<file path="config.mk">
export PLATFORM = sky130hd
export DESIGN_NAME = rr_arb_mux_flat
export DESIGN_NICKNAME = d
export VERILOG_FILES = /design/src/rtl/rr_arb_mux_if.sv /design/src/rtl/rr_arb_mux.sv /design/src/flat_wrapper.sv
export SDC_FILE = /design/constraint.sdc
export NUM_CORES = 1
export LEC_CHECK = 0
export BUFFER_PORTS_ARGS = -buffer_cell sky130_fd_sc_hd__buf_2
export CAP_MARGIN = 10
export CORE_ASPECT_RATIO = 0.5
export CORE_MARGIN = 2
export CORE_UTILIZATION = 42
export DETAILED_ROUTE_END_ITERATION = 8
export GPL_TIMING_DRIVEN = 0
export MAX_ROUTING_LAYER = met4
export PLACE_DENSITY = 0.81
export SYNTH_ARGS = -nofsm -noshare
export SYNTH_HDL_FRONTEND = slang
export SYNTH_SLANG_ARGS = --single-unit
</file>
<file path="constraint.sdc">
create_clock -name clk -period 4.5 [get_ports clk]
set_input_delay 0.45 -clock clk [delete_from_list [all_inputs] [get_ports clk]]
set_output_delay 0.45 -clock clk [all_outputs]
set_load 0.005 [all_outputs]
</file>
<file path="src/rtl/rr_arb_mux_if.sv">
// Bundle of the arbitrated-mux handshake signals: N producer channels on the
// input side and a single consumer on the output side. The producer/consumer
// environment takes the master modport; the arbiter takes the slave modport.
interface rr_arb_mux_if #(
  parameter int WIDTH = 32,
  parameter int N     = 4,
  parameter int SELW  = 2
);

  logic                 Mode;
  logic [N-1:0]         InValid;
  logic [N*WIDTH-1:0]   InData;
  logic [N-1:0]         InReady;
  logic                 OutValid;
  logic [WIDTH-1:0]     OutData;
  logic [SELW-1:0]      OutSlt;
  logic                 OutReady;

  modport master (
    output Mode,
    output InValid,
    output InData,
    output OutReady,
    input  InReady,
    input  OutValid,
    input  OutData,
    input  OutSlt
  );

  modport slave (
    input  Mode,
    input  InValid,
    input  InData,
    input  OutReady,
    output InReady,
    output OutValid,
    output OutData,
    output OutSlt
  );

endinterface

</file>
<file path="src/rtl/rr_arb_mux.sv">
// N-channel arbitrated multiplexer with a single registered output word.
// Grant policy is round-robin (Mode=0, scan starts at ptr_q) or fixed
// priority (Mode=1, channel 0 highest). The output register refills in the
// same cycle it drains, so a steady stream moves one word per cycle.
module rr_arb_mux #(
  parameter int WIDTH = 32,
  parameter int N     = 4,
  parameter int SELW  = 2
) (
  input  logic         clk,
  input  logic         reset,
  rr_arb_mux_if.slave  bus
);

  logic                out_valid_q, out_valid_d;
  logic [WIDTH-1:0]    out_data_q,  out_data_d;
  logic [SELW-1:0]     out_slt_q,   out_slt_d;
  logic [SELW-1:0]     ptr_q,       ptr_d;

  logic                accept;
  logic [SELW-1:0]     scan_start;
  logic                grant_vld;
  logic [SELW-1:0]     grant_idx;
  logic [WIDTH-1:0]    grant_data;
  logic                xfer_in;

  // The register can take a word when it is empty or being drained now;
  // this keeps the OutReady->InReady path combinational.
  assign accept     = !out_valid_q || bus.OutReady;
  assign scan_start = bus.Mode ? '0 : ptr_q;

  // Pick the valid channel with the smallest cyclic distance from the scan
  // start; fixed priority is simply a scan that always starts at channel 0.
  always_comb begin
    int d;
    int best_d;
    d          = 0;
    best_d     = N;
    grant_vld  = 1'b0;
    grant_idx  = '0;
    grant_data = '0;
    for (int i = 0; i < N; i++) begin
      d = i - int'(scan_start);
      if (d < 0) d = d + N;
      if (bus.InValid[i] && (d < best_d)) begin
        best_d     = d;
        grant_vld  = 1'b1;
        grant_idx  = SELW'(i);
        grant_data = bus.InData[i*WIDTH +: WIDTH];
      end
    end
  end

  // Only the granted channel sees ready, and only when the register can accept.
  always_comb begin
    bus.InReady = '0;
    for (int i = 0; i < N; i++) begin
      bus.InReady[i] = grant_vld && accept && (grant_idx == SELW'(i));
    end
  end

  assign xfer_in = grant_vld && accept;

  // Next state: load on input transfer (overwrites a draining word, no
  // bubble), clear valid on a plain drain, otherwise hold.
  always_comb begin
    out_valid_d = out_valid_q;
    out_data_d  = out_data_q;
    out_slt_d   = out_slt_q;
    ptr_d       = ptr_q;
    if (xfer_in) begin
      out_valid_d = 1'b1;
      out_data_d  = grant_data;
      out_slt_d   = grant_idx;
      if (!bus.Mode) begin
        // Wrap at N, not 2**SELW, so out-of-range pointers never appear.
        ptr_d = (grant_idx == SELW'(N-1)) ? '0 : grant_idx + 1'b1;
      end
    end else if (out_valid_q && bus.OutReady) begin
      out_valid_d = 1'b0;
    end
  end

  // State register with synchronous reset; reset discards any held word.
  always_ff @(posedge clk) begin
    if (reset) begin
      out_valid_q <= 1'b0;
      out_data_q  <= '0;
      out_slt_q   <= '0;
      ptr_q       <= '0;
    end else begin
      out_valid_q <= out_valid_d;
      out_data_q  <= out_data_d;
      out_slt_q   <= out_slt_d;
      ptr_q       <= ptr_d;
    end
  end

  assign bus.OutValid = out_valid_q;
  assign bus.OutData  = out_data_q;
  assign bus.OutSlt   = out_slt_q;

endmodule

</file>
<file path="src/flat_wrapper.sv">
// flat-port wrapper written by rule: the top's interface ports become plain ports
module rr_arb_mux_flat 
#(
  parameter int WIDTH = 32,
  parameter int N     = 4,
  parameter int SELW  = 2
)
  (clk, reset, bus_Mode, bus_InValid, bus_InData, bus_OutReady, bus_InReady, bus_OutValid, bus_OutData, bus_OutSlt);
  rr_arb_mux_if #(.WIDTH(WIDTH), .N(N), .SELW(SELW)) bus_i ();
  input  logic clk;
  input  logic reset;
  input wire logic [$bits(bus_i.Mode)-1:0] bus_Mode;
  input wire logic [$bits(bus_i.InValid)-1:0] bus_InValid;
  input wire logic [$bits(bus_i.InData)-1:0] bus_InData;
  input wire logic [$bits(bus_i.OutReady)-1:0] bus_OutReady;
  output wire logic [$bits(bus_i.InReady)-1:0] bus_InReady;
  output wire logic [$bits(bus_i.OutValid)-1:0] bus_OutValid;
  output wire logic [$bits(bus_i.OutData)-1:0] bus_OutData;
  output wire logic [$bits(bus_i.OutSlt)-1:0] bus_OutSlt;
  assign bus_i.Mode = bus_Mode;
  assign bus_i.InValid = bus_InValid;
  assign bus_i.InData = bus_InData;
  assign bus_i.OutReady = bus_OutReady;
  assign bus_InReady = bus_i.InReady;
  assign bus_OutValid = bus_i.OutValid;
  assign bus_OutData = bus_i.OutData;
  assign bus_OutSlt = bus_i.OutSlt;
  rr_arb_mux #(.WIDTH(WIDTH), .N(N), .SELW(SELW)) u_core (.clk(clk), .reset(reset), .bus(bus_i));
endmodule
</file>
==> out/results.txt <==
outcome = completed
routed vias/inst = 5.61
DRT iter0 DRCs = 172
worst hold endpoint = u_core.bus.OutData[14]
Hold Path Depth = 3
Non-Filler Instances = 543
synthesized area = 0.00258 mm2
FF-to-FF path depth = 13
total clock buffers created by CTS = 5
Worst R2R Setup Slack = 0.90 ns
Tot GR Track Use = 25.6%
Setup Fix Bufs, Post-CTS = 0
number of global-route vias before repair = 2919
post_cts resized = 0
detailed placement HPWL = 6.58 mm
DIE WIDTH = 115 um
slowest library cell on the worst path = or4b_4
Port Buf Inserts = 171
Placed Cells = 536
layout cell share with drive strength beyond 1 = 47.0%
first-pass GRT wire length = 13.5 mm
die height = 59.4 um
Worst-Margin Slew = 1.03 ns
top sig layer = met4
Synth Register Bits = 37
CP dominant cell by count = ha_1
CP required = 4.05 ns
DR vias = 3046
Fin Setup TNS = 0 ns
routed wl met3 = 399 um
root buffer cell = clkbuf_16
delay of the slowest critical-path stage = 0.55 ns
Floorplan Core Area = 0.00601 mm2
GP Congestion = 0.881
Worst setup SP type = register
WP data arrival = 3.54 ns
cells after synthesis = 288
end of the worst register-to-register path = u_core.ptr_q[1]
top cell type by total area after synthesis = dfxtp_1
htree depth = 2
post-layout net count = 607
Synth area leaders = dfxtp_1, a311oi_2, a221o_1
Fmax = 251 MHz
fill count = 568
Final Cycle Share = 88.7%
Final setup viols = 0
WL met1 = 3.71 mm
initial antenna violation count = 0
antenna fix cells = 0
Clk Latency, worst-skew pair = 0.28 ns
clock-pin slew on the worst setup and hold paths = 0.06 ns
DRT Wirelength = 8.57 mm
Netlist cell types = 38
CTS tree = done
Final Hold Violating Endpoints = 0
synthesis-to-finish area growth = 42.4%
worst path bufs/invs = 2
Met2 Wirelength = 4.31 mm
largest net degree at the start of global routing = 11
antenna viol nets, final = 0
GRT overflow = 0
WL/cell = 15.8 um
initial core utilization = 43.0%
Critical Path End Type = output pin
RSZ-0062 raised after global routing = no
Die ar. = 0.00682 mm2
worst min-delay path class = in2reg
top cell type's share of synthesized area = 28.7%
I/O pins = 175
MaxCap Viol Count = 0
clk sinks = 37
YS warnings = 0
cells along the critical path = nand2b_1 -> nor3b_1 -> o21bai_1 -> ha_1 -> o21ai_1 -> a221oi_1 -> or4b_4 -> o31ai_4 -> nor2_1 -> inv_1 -> ha_1 -> and2_1 -> buf_2
worst r2r src = u_core.ptr_q[1]
Power Dens Cells = 305 mW/mm2
Hold Startpoint = bus_InData[110]
clock skew = 0.00417 ns
Max Slew Vio Count = 0
DR pass1 iterations = 4
DRC = 0
CTS Buffer Depth = 2
kind of critical path = reg2out
commonest cells after routing, fill and taps aside = buf_2, nor2_1, dfxtp_1
Peak supply drop = 132 uV
crit-path leading delay family = simple AND/OR/NAND/NOR gates
Slew headroom = 30.7%
Seq/Total Area, Yosys = 28.7%
Leak = 1.64 nW
FP Rows = 20
commonest non-fill, non-tap cell in the layout = buf_2
Syn Area/Cell = 8.96 um2
Max FO, Critical Path = 8
crit path time final = 3.99 ns
cts hold-fix bufs = 0
syn_nets = 429
==> cell families (layout without fill, tap and decap cells) <==
logic type	Yosys count	count (layout)	synth area share (%)
AND/OR/NAND/NOR	88	88	14.7
flip-flops	37	37	28.7
adder cells (fa/ha/maj)	5	5	2.42
AO/OA/AOI/OAI	122	122	47.6
buffers and inverters	36	214	6.60
==> sequential cells by signal (all words and copies together) (netlist names) <==
name / flops
u_core.bus.OutValid: 1
u_core.bus.OutSlt: 2
u_core.bus.OutData: 32
u_core.ptr_q: 2
==> synthesized netlist by cell type <==
master,n
o2bb2ai_1,1
buf_6,3
ha_1,5
a21boi_1,1
o22a_1,1
o31ai_4,1
buf_2,4
o21ai_1,1
a211oi_1,3
o21bai_1,1
and2_1,4
nor2_1,38
a2111o_1,1
a21o_1,2
a311oi_1,2
dfxtp_1,37
a311oi_2,30
o21ai_0,3
a21oi_1,4
a21boi_0,1
or3_1,1
nor3b_1,1
nand2_1,34
nor2b_1,1
clkbuf_1,21
o31a_1,2
nor3_1,2
nor4_1,1
nand2b_1,4
buf_4,2
o31ai_1,2
a221oi_1,1
inv_1,5
nor2b_2,1
or4b_4,1
o211ai_1,33
buf_1,1
a221o_1,32
==> where the power goes <==
part	total (W)	switching (W)	internal, W
Sequential	0.000385	0.0000188	0.000366
Clock	0.000352	0.000134	0.000218
Combinational	0.000383	0.000197	0.000186
==> worst register-to-register path, cell delays in order (launching register included) <==
cell and delay [ns]:
dfxtp_1 0.36, nand2b_1 0.22, nor3b_1 0.27, o21bai_1 0.10, ha_1 0.32, o21ai_1 0.15, a221oi_1 0.09, or4b_4 0.55
o31ai_4 0.48, a21oi_1 0.19, inv_1 0.12, ha_1 0.23, or3_1 0.34, a21oi_1 0.11
==> per-layer routing <==
| layer | up-vias | global-route usage [%] |
|---|---|---|
| met5 | - | - |
| met4 | 0 | 8.09 |
| met3 | 17 | 3.99 |
| met2 | 97 | 44.7 |
| met1 | 1432 | 31.0 |
| li1 | 1500 | - |
==> final cells by class <==
class / instances / area (um2) / area share, %
plain buffers: 31 / 151 / 4.12
repair buffers: 171 / 856 / 23.3
inverters: 5 / 18.8 / 0.511
flip-flops and latches: 37 / 741 / 20.2
clock buffers: 7 / 143 / 3.88
multi-input cells: 215 / 1670 / 45.4
well taps: 77 / 96.3 / 2.62
==> stage by stage <==
step	utilization [%]	hold WS (ns)	instance area, um2	worst slack (ns)	total power, W
2_1_floorplan	-	0.474	2580	1.06	0.000624
3_3_place_gp	58.8	0.474	3530	0.640	0.000766
3_5_place_dp	58.8	0.487	3530	0.644	0.000773
4_1_cts	61.2	0.428	3670	0.524	0.00112
5_1_grt	61.2	0.440	3670	0.217	0.00118
6_report	61.2	0.430	3670	0.510	0.00112
==> worst max-delay path by stage <==
stage | depth (start not counted) | endpoint | slack (ns) | startpoint
6_report | 13 | bus_InReady[3] | 0.51 | u_core.ptr_q[1]
5_1_grt | 13 | bus_InReady[1] | 0.22 | u_core.ptr_q[1]
4_1_cts | 13 | bus_InReady[3] | 0.52 | u_core.ptr_q[1]
3_5_place_dp | 14 | bus_InReady[3] | 0.64 | bus_InValid[0]
3_3_place_gp | 14 | bus_InReady[3] | 0.64 | bus_InValid[0]
2_1_floorplan | 13 | bus_InReady[3] | 1.06 | bus_InValid[0]
Power figures use the tool's default switching activity.
